===== config.mk =====
export PLATFORM = sky130hd
export DESIGN_NAME = ctnr_timer_ctrl
export DESIGN_NICKNAME = d
export VERILOG_FILES = /design/src/rtl/cnt_timer_pkg.sv /design/src/rtl/cnt_prescaler.sv /design/src/rtl/ctnr_timer_ctrl.sv
export SDC_FILE = /design/constraint.sdc
export NUM_CORES = 1
export LEC_CHECK = 0
export CORE_UTILIZATION = 30
export CTS_CLUSTER_SIZE = 30
export DETAILED_ROUTE_END_ITERATION = 16
export PLACE_DENSITY_LB_ADDON = 0.3
export SYNTH_ARGS = -nofsm -noshare
export SYNTH_HDL_FRONTEND = slang
export SYNTH_SLANG_ARGS = --single-unit

===== constraint.sdc =====
create_clock -name CK -period 4.2 [get_ports CK]
set_input_delay 0.84 -clock CK [delete_from_list [all_inputs] [get_ports CK]]
set_output_delay 0.84 -clock CK [all_outputs]
set_load 0.01 [all_outputs]

===== src/rtl/cnt_timer_pkg.sv =====
// Shared types and constants for the counter-chain timer sequencer.
package cnt_timer_pkg;

  typedef enum logic [1:0] {
    IDLE = 2'd0,
    LOAD = 2'd1,
    RUN  = 2'd2
  } state_t;

  localparam logic [1:0] ADDR_RELOAD   = 2'd0;
  localparam logic [1:0] ADDR_PRESCALE = 2'd1;
  localparam logic [1:0] ADDR_CONTROL  = 2'd2;

  localparam int CTRL_START    = 0;
  localparam int CTRL_PERIODIC = 1;
  localparam int CTRL_IRQEN    = 2;
  localparam int CTRL_STOP     = 3;

endpackage


===== src/rtl/cnt_prescaler.sv =====
// Prescaler: counts while enabled, ticks and wraps when it reaches term.
// tick is combinational from the registered count, so it is valid in the same cycle.
module cnt_prescaler #(
  parameter int PRE_W = 8
) (
  input  logic             clk,
  input  logic             rst,
  input  logic             clr,
  input  logic             en,
  input  logic [PRE_W-1:0] term,
  output logic             tick
);

  logic [PRE_W-1:0] cnt;

  assign tick = en && (cnt == term);

  always_ff @(posedge clk or posedge rst) begin
    if (rst) begin
      cnt <= '0;
    end else if (clr) begin
      cnt <= '0;
    end else if (en) begin
      cnt <= tick ? '0 : cnt + PRE_W'(1);
    end
  end

endmodule


===== src/rtl/ctnr_timer_ctrl.sv =====
// Timer sequencer driving a loadable toggle-cell up-counter chain: load, count enable, TC irq.
// Optional CNTR_TIMER_GATE_EN adds a gate input that suspends counting while low in RUN.
module ctnr_timer_ctrl
  import cnt_timer_pkg::*;
#(
  parameter int WIDTH = 16,
  parameter int PRE_W = 8
) (
  input  logic             CK,
  input  logic             RESET,
`ifdef CNTR_TIMER_GATE_EN
  input  logic             gate,
`endif
  input  logic             wr,
  input  logic [1:0]       addr,
  input  logic [WIDTH-1:0] wdata,
  input  logic             irq_ack,
  input  logic [WIDTH-1:0] cnt_q,
  output logic [WIDTH-1:0] ld_d,
  output logic             ld,
  output logic             ldl,
  output logic             enab,
  output logic             running,
  output logic             irq
);

  state_t           state;
  state_t           state_nxt;
  logic [WIDTH-1:0] reload_r;
  logic [PRE_W-1:0] prescale_r;
  logic             periodic_r;
  logic             irqen_r;
  logic             ctrl_wr;
  logic             start;
  logic             stop;
  logic             gate_ok;
  logic             count_en;
  logic             tick;
  logic             tc;

`ifdef CNTR_TIMER_GATE_EN
  assign gate_ok = gate;
`else
  assign gate_ok = 1'b1;
`endif

  assign ctrl_wr  = wr && (addr == ADDR_CONTROL);
  assign start    = ctrl_wr && wdata[CTRL_START];
  assign stop     = ctrl_wr && wdata[CTRL_STOP];
  assign count_en = (state == RUN) && gate_ok;
  assign tc       = tick && (&cnt_q);

  always_ff @(posedge CK or posedge RESET) begin
    if (RESET) begin
      reload_r   <= '0;
      prescale_r <= '0;
      periodic_r <= 1'b0;
      irqen_r    <= 1'b0;
    end else if (wr) begin
      case (addr)
        ADDR_RELOAD:   reload_r   <= wdata;
        ADDR_PRESCALE: prescale_r <= wdata[PRE_W-1:0];
        ADDR_CONTROL: begin
          periodic_r <= wdata[CTRL_PERIODIC];
          irqen_r    <= wdata[CTRL_IRQEN];
        end
        default: ;
      endcase
    end
  end

  // Outside RUN the prescaler is held at zero, which covers the clear in LOAD.
  cnt_prescaler #(.PRE_W(PRE_W)) u_pre (
    .clk  (CK),
    .rst  (RESET),
    .clr  (state != RUN),
    .en   (count_en),
    .term (prescale_r),
    .tick (tick)
  );

  always_ff @(posedge CK or posedge RESET) begin
    if (RESET) begin
      state <= IDLE;
    end else begin
      state <= state_nxt;
    end
  end

  always_comb begin
    state_nxt = state;
    case (state)
      IDLE:    state_nxt = IDLE;
      LOAD:    state_nxt = RUN;
      RUN:     if (tc) state_nxt = periodic_r ? LOAD : IDLE;
      default: state_nxt = IDLE;
    endcase
    if (stop) begin
      state_nxt = IDLE;
    end else if (start) begin
      state_nxt = LOAD;
    end
  end

  always_comb begin
    ld      = (state == LOAD);
    ldl     = ~ld;
    enab    = tick;
    running = (state != IDLE);
    ld_d    = reload_r;
  end

  // A TC in the same cycle as an ack keeps the interrupt asserted.
  always_ff @(posedge CK or posedge RESET) begin
    if (RESET) begin
      irq <= 1'b0;
    end else if (tc && irqen_r) begin
      irq <= 1'b1;
    end else if (irq_ack) begin
      irq <= 1'b0;
    end
  end

endmodule


[After elaboration in Yosys (flattened, before gate mapping)]
Index checks and enable logic that the tools add are counted.
Cells by class
  $add $sub $neg: 1
  eq/ne operators: 7
  multiplexer cells: 10
  bitwise logic cells: 1
  reductions and logical operators: 14
Operator list (number)
  8-bit 2-to-1 mux: 3
  16-bit AND reduction: 1
  8-bit by 1-bit adder with 8-bit output, second input constant: 1
  8-bit equality test: 1
  1-bit logical AND: 6
  2-bit 2-to-1 mux: 3
  2-bit AND reduction: 3
  2-bit nonzero test: 3
  2-bit by 1-bit equality test with 1-bit output, second input constant: 2
  2-bit equality test, second input constant: 2
  4-bit != test, second input constant: 1
  2-bit case mux with 2 select lines: 1
  1-bit 2-to-1 mux: 3
  2-bit zero test: 1
  2-bit != test, second input constant: 1
  1-bit NOT: 1
Word-level totals
  flip-flop bits (word level): 37
  logic and storage cells: 40

[Depth between registers and ports, before layout]
  depth in word-level cells: 7
  gate-level depth with buffers: 5
  mapped depth without buffers: 4

[Modules after synthesis]
Synthesis repeated with hierarchy kept, for this count alone.
Unflattened totals
  cells, all modules: 132
  area, all modules: 1711.6 um2
By module, submodules not included
  ctnr_timer_ctrl: times used 1, cells an instance 82, area each 1211.2 um2, sequential area each 725.7 um2
  cnt_prescaler: times used 1, cells an instance 50, area each 500.5 um2, sequential area each 200.2 um2

[Worst setup path after synthesis]
No wires, ideal clock.
  path kind: register to output
  start: register u_pre.cnt[1]
  end: output port enab
  arrival time: 1191 ps
  data required time: 3360 ps
  setup slack: 2169 ps
  stages on the path, launching flop included: 4
  cells stage by stage: dfrtp_1 > xor2_2 > nor4_1 > and3_1
Between the ends
  cells in the longest elaborated chain, start to end: 2
Ends and longest elaborated chain
  start, declared: line cnt_prescaler.sv:14  | logic [PRE_W-1:0] cnt;
  start signal, assigned: line cnt_prescaler.sv:24  | cnt <= tick ? '0 : cnt + PRE_W'(1);
  8-bit equality test: line cnt_prescaler.sv:16  | assign tick = en && (cnt == term);
  1-bit logical AND: line cnt_prescaler.sv:16
  end, declared: line ctnr_timer_ctrl.sv:22  | output logic enab,
Every way passes these cells.

[Worst setup path in the final report]
Same ends and word-level chain as after synthesis.

==> key figures <==
Logic synthesis
  • Sequential-to-total area share from yosys stat: 57.3%
  • Synth Area in Adders: 0.775%
  • Number of distinct library cells after synthesis: 27
  • Synth warnings: 0
  • Syn nets: 161
  • Synthesized netlist cell count: 122
  • Synth Area in XOR/XNOR: 8.06%
  • Mapped Area: 0.00162 mm2
  • Synth Register Bits: 37
  • Largest family of logic cells by synthesized area: multiplexers
  • Synth Area in Compound Gates: 2.56%
  • Mux contribution to synthesized area: 18.1%
  • Syn avg cell area: 13.2 um2
  • Simple-gate area share of the yosys netlist: 11.8%

Setup path
  • CP startpoint: u_pre.cnt[1]$_DFF_PP0_
  • Cells along the critical path: xor2_2 -> nor4_1 -> and3_1 -> clkdlybuf4s50_1
  • CP Launch Type: register
  • R2R Setup Slk: 2.58 ns
  • Reg-to-reg endpoint: state[1]$_DFFE_PP0P_
  • Crit path DAT: 2.17 ns
  • Crit path capture type: output port
  • Reg2reg start: u_pre.cnt[1]$_DFF_PP0_
  • Cells on worst reg2reg path: 4
  • Crit-path max FO: 5
  • Worst EP required: 3.36 ns
  • Slowest cell on crit path: clkdlybuf4s50_1
  • Kind of critical path: reg2out
  • Max stage delay on crit path: 0.54 ns

Cells and area
  • Design Area, Final: 0.00237 mm2
  • Antenna fix cells: 0
  • Layout cells sized above 1: 18.1%
  • Multi-input logic area: 667 um2
  • Fillers: 501
  • Finished Core Util: 46.1%
  • Register area: 926 um2
  • Layout net count: 226
  • Area Overhead vs Synth: 46.7%

STA
  • Final setup fails: 0
  • Max Clk Rate: 0.333 GHz
  • Unrepaired setup endpoints after global routing: false
  • Tcrit/Tclk final: 71.6%
  • Final critical-path required period: 3.01 ns
  • Max-slew violations: 0
  • Pin slew with the least headroom to its limit: 0.581 ns
  • Setup_tns: 0 ns
  • Final hold viol count: 0
  • Slew margin rel.: 60.9%
  • Setup Skew: 0.00510 ns

Floorplanning
  • Initial Util: 31.4%
  • Io pins: 59
  • Die ar.: 0.00568 mm2
  • Die height: 75.4 um
  • Core box area: 0.00514 mm2
  • Rows: 26
  • Die W: 75.4 um

Clocking
  • CTS max path bufs: 2
  • Num Clock Sinks: 37
  • CTS tree: built
  • CTS resizes: 0
  • H-tree depth: 2
  • CTS root buf: clkbuf_8
  • Worst skew pair latency: 0.28 ns
  • Setup bufs post-CTS: 0
  • CTS Hold Bufs: 0
  • Reg clk slew, reported paths: 0.07 ns
  • CTS Buf Count: 5

Drt
  • DRT iter0 DRCs: 64
  • Via count: 1161
  • Vias per Instance: 4.50
  • Pre-antenna DRT Iters: 4
  • DRC viols: 0
  • ANT nets after route: 0
  • DR WL/cell: 13.2 um
  • Final wirelength: 3400 um

Global route
  • Initial antenna violation count: 0
  • Vias in the first global route: 1220
  • First-pass GRT wire length: 5630 um
  • Largest net degree at the start of global routing: 38
  • Total GRT Usage: 13.3%
  • Total gr overflow: 0

Outcome
  • Status: completed

Min path
  • WHS Endpoint: ld_d[0]$_DFFE_PP0P_
  • Hold Path Class: reg2reg
  • Hold_sp: ld_d[0]$_DFFE_PP0P_
  • Hold depth: 1

Power
  • Max IR drop VDD: 0.172 mV
  • Comb power frac: 23.6%
  • Switching part of the total: 25.2%
  • Clk pwr share: 26.1%
  • Seq pwr share: 50.3%
  • NetSw: 0.000222 W
  • Internal: 0.000659 W
  • Power per Cell Area: 372 mW/mm2
  • Lkg Pwr: 1.01 nW

Placement
  • GPL Wtd Cong: 0.765
  • Port Buf Inserts: 58
  • Dpl hpwl: 2650 um
  • Placed instance area: 0.00229 mm2

Flow run
  • Maxcap violations: 0
-- worst max-delay path by stage --
stage,endpoint,slack (ns),cells after the start
detailed placement,enab,1.50,4
floorplan,enab,2.17,3
global placement,enab,1.51,4
CTS,enab,1.19,4
finish,enab,1.19,4
global route,enab,1.06,4
-- routing by layer --
| metal | global-route usage (%) | part of all wire, % | up-vias |
|---|---|---|---|
| met5 | 0 | 0 | - |
| met4 | 3.29 | 0.82 | 0 |
| met3 | 4.89 | 6.5 | 4 |
| met2 | 22.2 | 49 | 36 |
| met1 | 16.4 | 44 | 562 |
| li1 | - | - | 559 |
-- critical path: cells and delay by family, from the launching register on --
family	cells	cell delay (ns)
AND/OR/NAND/NOR	2	0.72
buffers and inverters	1	0.54
flip-flops	1	0.46
XOR/XNOR	1	0.17
-- power by group through the flow --
stage	Combinational (W)	Clock (W)	Sequential, W
6_report	0.000208	0.000230	0.000443
3_5_place_dp	0.000211	0	0.000449
5_1_grt	0.000226	0.000255	0.000450
4_1_cts	0.000212	0.000239	0.000443
3_3_place_gp	0.000207	0	0.000446
2_1_floorplan	0.0000804	0	0.000457
-- logic make-up (layout without fill, tap and decap cells) --
group,after synthesis,in the layout
xor gates and xnor gates,14,14
and+or+nand+nor,34,34
muxes,26,26
adders and majority gates,1,1
AOI/OAI and AO/OA,5,5
buffers and inverters,5,71
DFF,37,37
-- state kept, by name, summed over array words and instances (netlist names) --
register	count
ld_d	16
prescale_r	8
u_pre.cnt	8
state	2
irq	1
irqen_r	1
periodic_r	1
-- layout make-up --
| class | count | area share [%] |
|---|---|---|
| Clock buffer | 6 | 3.06 |
| Sequential cell | 37 | 39.1 |
| Clock inverter | 2 | 0.422 |
| Multi-Input combinational cell | 80 | 28.1 |
| Timing Repair Buffer | 60 | 25.1 |
| Tap cell | 70 | 3.70 |
| Inverter | 3 | 0.475 |
-- stage by stage --
step                      worst slack, ns  cells  total power (W)  hold WS [ns]
after floorplan                      2.17    122         0.000537         0.480
after global placement               1.51    250         0.000654         0.467
after detailed placement             1.50    250         0.000660         0.477
after CTS                            1.19    258         0.000894         0.499
after global routing                 1.06    258         0.000931         0.530
final                                1.19    258         0.000881         0.493
-- synth_stat cells --
| library cell | instances | area share [%] |
|---|---|---|
| ha_1 | 1 | 0.77 |
| nor2b_1 | 1 | 0.39 |
| nor3b_2 | 1 | 0.77 |
| xnor2_1 | 1 | 0.54 |
| clkbuf_1 | 1 | 0.23 |
| inv_1 | 3 | 0.70 |
| o221a_1 | 1 | 0.70 |
| mux2_2 | 21 | 15 |
| xor2_1 | 12 | 6.5 |
| nand4_1 | 5 | 1.9 |
| or2_2 | 1 | 0.39 |
| o21ai_1 | 1 | 0.31 |
| and3_1 | 4 | 1.5 |
| o21ai_0 | 1 | 0.31 |
| a32o_1 | 1 | 0.62 |
| nand3b_1 | 1 | 0.46 |
| nand2_1 | 3 | 0.70 |
| dfrtp_1 | 37 | 57 |
| nand3_1 | 6 | 1.9 |
| and3b_1 | 1 | 0.54 |
| buf_4 | 1 | 0.46 |
| nor4_1 | 3 | 1.2 |
| mux2_1 | 5 | 3.5 |
| xor2_2 | 1 | 1.0 |
| nand2b_1 | 1 | 0.39 |
| nor2_1 | 7 | 1.6 |
| a21bo_2 | 1 | 0.62 |
-- layout by cell type, fill, tap and decap left out, drive strengths merged, types with 2 or more instances in the layout --
cell type,synthesis,layout
clkdlybuf4s50,0,58
and3,4,4
inv,3,3
o21ai,2,2
nand2,3,3
nand3,6,6
buf,1,2
mux2,26,26
nor4,3,3
clkinv,0,2
nor2,7,7
dfrtp,37,37
clkbuf,1,6
nand4,5,5
xor2,13,13
Power figures use the tool's default switching activity.
==> RTL change, RTL diff (same settings) <==
Reset style: synchronous (`RESET` and `rst`), changed in 4 clocked blocks.
--- a/src/rtl/cnt_prescaler.sv
+++ b/src/rtl/cnt_prescaler.sv
@@ -15,7 +15,7 @@
 
   assign tick = en && (cnt == term);
 
-  always_ff @(posedge clk or posedge rst) begin
+  always_ff @(posedge clk) begin
     if (rst) begin
       cnt <= '0;
     end else if (clr) begin
--- a/src/rtl/ctnr_timer_ctrl.sv
+++ b/src/rtl/ctnr_timer_ctrl.sv
@@ -50,7 +50,7 @@
   assign count_en = (state == RUN) && gate_ok;
   assign tc       = tick && (&cnt_q);
 
-  always_ff @(posedge CK or posedge RESET) begin
+  always_ff @(posedge CK) begin
     if (RESET) begin
       reload_r   <= '0;
       prescale_r <= '0;
@@ -79,7 +79,7 @@
     .tick (tick)
   );
 
-  always_ff @(posedge CK or posedge RESET) begin
+  always_ff @(posedge CK) begin
     if (RESET) begin
       state <= IDLE;
     end else begin
@@ -111,7 +111,7 @@
   end
 
   // A TC in the same cycle as an ack keeps the interrupt asserted.
-  always_ff @(posedge CK or posedge RESET) begin
+  always_ff @(posedge CK) begin
     if (RESET) begin
       irq <= 1'b0;
     end else if (tc && irqen_r) begin
Behaviour: differs if RESET is asserted again (counterexample within 4 cycles, from zero or initial values and one cycle with RESET high); with RESET held inactive, the same outputs for 10 cycles.
==> RTL change against the unedited design <==
Routed wire length rose by 7.2%. Worst setup slack better by 0.15 ns. First-iteration DRC count decreased by 27%. Sequential cell count is the same. Synthesized cell count grew 46%. Largest cell class is now multi-input gates. Synthesized area is 3.5% lower. Highest routed layer unchanged. Maximum frequency grew 5.2%. Cell area decreased by 3.0%. Count of clock-buffer cells in the layout unchanged.
Power is not compared: it rests on default switching activity, and its combinational part moved more than twofold at a synthesized area within 25%.
==> RTL change: results (changes against the unedited design) <==
Synthesis:
- The number of warnings printed during yosys synthesis was 0 (unchanged).
- The fraction of the mapped netlist area in adder cells is 0.00803 (+0.000280).
- By area the synthesized netlist is led by sky130_fd_sc_hd__dfxtp_1, sky130_fd_sc_hd__nand2_1, sky130_fd_sc_hd__mux2i_1, sky130_fd_sc_hd__xor2_1, sky130_fd_sc_hd__a21oi_1.
- Among all flip-flop cells after synthesis, the most frequent one is sky130_fd_sc_hd__dfxtp_1.
- After synthesis, the most frequently instantiated cells are sky130_fd_sc_hd__dfxtp_1, sky130_fd_sc_hd__nand2_1, sky130_fd_sc_hd__nor2_1.
- After synthesis, the largest family of logic cells by area is simple AND/OR/NAND/NOR gates.
- The fraction of registers with async set/reset is 0 (-1.00).
- The portion of the post-synthesis area used by sequential elements was 0.475 (-0.0981).
- The synthesized netlist net count is 217 (+35%).
- The post-synthesis cell type count is 36 (+33%).
- The mux contribution to synthesized area is 0.0642 (-0.117).
- The fraction of the mapped netlist area in compound gates is 0.0923 (+0.0667).
- The post-synthesis xor/xnor area fraction is 0.0730 (-0.00752).

Drt:
- The count of vias placed by the detailed router is 1408 (+21%).
- The aggregate routed wire length came to 3650 um (+7.2%).
- The detailed-routing iteration count for the pre-antenna-repair pass is 4 (unchanged).
- The number of violations reported at the end of detailed-routing iteration 0 was 47 (-27%).

Worst hold path:
- The number of cells on the worst hold path is 2 (+1).
- The tightest min-delay check is of the register to register type.

Layout:
- The antenna diode instance count is 0 (unchanged).
- The number of fill cells in the layout was 470 (-6.2%).
- The net count of the finished layout was 274 (+21%).
- The share of cells above drive strength 1 is 0.0720 (-0.109).
- The number of flip-flops under the largest register name is 16 (unchanged).

Setup path:
- The largest fanout on the critical path was 4 (-1).
- The worst path arrival time is 2.02 ns (-0.15 ns).
- The length in cells of the worst reg-to-reg path was 4 (unchanged).

Place:
- The placer's final routability congestion estimate is 0.765 (+0.10%).
- The number of I/O port buffers is 58 (unchanged).
- The post-detailed-placement half-perimeter wirelength is 2650 um (-0.12%).
- The post-place instance area is 2180 um^2 (-4.7%).

Power:
- The worst ir drop on vdd is between 150 and 200 uV.
- For this design the static power due to leakage is approximately 0.9 nW.

Clock tree:
- The total CTS buffers is 5 (unchanged).
- The number of H-tree levels is 2 (unchanged).
- The buffers inserted during post-CTS setup optimization came to 0 (unchanged).
- The quantity of gates resized following cts is 0 (unchanged).
- The clock slew at the register clock pins of the worst setup and hold paths is 0.07 ns (about the same).
- For the worst-skew pair, the clock arrives at the later sink with an insertion delay of ~0.29 ns.
- In this run the clock root is driven by a sky130_fd_sc_hd__clkbuf_8.
- The deepest clock path buffer count is 2 (unchanged).

Global routing:
- The number of global-route vias before repair was 1286 (+5.4%).
- The initial antenna violation count was 0 (unchanged).
- The overall fraction of global-route tracks in use came to 0.138 (+0.00515).
- The maximum number of pins on one net before global-route repair is 32 (-16%).
- The global-route wire length before repair is 5640 um (+0.25%).

Timing:
- The largest clock skew in the final design was 0.00397 ns (-0.00113 ns).
- The headroom to the max-slew limit is 0.244 (-0.365).

Status:
- The flow ran to the end, and the final reports show no timing, DRC or antenna violations.
==> RTL change: path summary, 6_finish.rpt <==
kind | from | to | slack [ns]
max | u_pre.cnt[2] | enab | 1.34
min | ld_d[10] | ld_d[10] | 0.45
max reg2reg | u_pre.cnt[2] | u_pre.cnt[7] | 2.83
min reg2reg | ld_d[10] | ld_d[10] | 0.45
==> RTL change: critical path, cell delays in order, from the launching register on <==
cell and delay, ns:
sky130_fd_sc_hd__dfxtp_1 0.35, sky130_fd_sc_hd__xor2_1 0.18, sky130_fd_sc_hd__nor4_2 0.37, sky130_fd_sc_hd__nand2_1 0.15
sky130_fd_sc_hd__nor2_1 0.12, sky130_fd_sc_hd__clkdlybuf4s50_1 0.55
==> RTL change: cell families (layout without fill, tap and decap cells) <==
logic type                 Yosys count  count (layout)
and+or+nand+nor                     79              79
buffers and inverters               13              71
DFF                                 37              37
muxes                               10              10
adders and majority gates            1               1
xor gates and xnor gates            13              13
AOI/OAI and AO/OA                   25              25
==> RTL change: final cells by class <==
cell class / count / share of cell area
sequential: 37 / 0.322
timing repair buffer: 58 / 0.252
tap: 67 / 0.0365
multi-input combinational: 128 / 0.329
clock buffer: 6 / 0.0359
clock inverter: 2 / 0.0163
inverter: 5 / 0.00816
==> RTL change: per-layer routing <==
layer | vias up | routed length, um | track usage | part of all wire
met5 | - | 0 | 0 | 0
met4 | 0 | 55 | 0.0577 | 0.015
met3 | 6 | 355 | 0.0542 | 0.097
met2 | 51 | 1620 | 0.219 | 0.45
met1 | 640 | 1610 | 0.166 | 0.44
li1 | 711 | - | - | -
==> RTL change: through the flow <==
stage	hold slack [ns]	instances	util	setup WS, ns	power [W]
2_1_floorplan	0.442	178	-	2.24	0.000405
3_3_place_gp	0.444	295	0.450	1.53	0.000459
3_5_place_dp	0.448	295	0.450	1.50	0.000460
4_1_cts	0.460	303	0.474	1.33	0.000782
5_1_grt	0.479	303	0.474	1.23	0.000801
6_report	0.454	303	0.474	1.34	0.000772
==> RTL change: power by group <==
group          internal [W]  total (W)  switching (W)
registers          0.000359   0.000364     0.00000498
clock network      0.000193   0.000321       0.000128
logic             0.0000527  0.0000866      0.0000339
total              0.000605   0.000772       0.000167
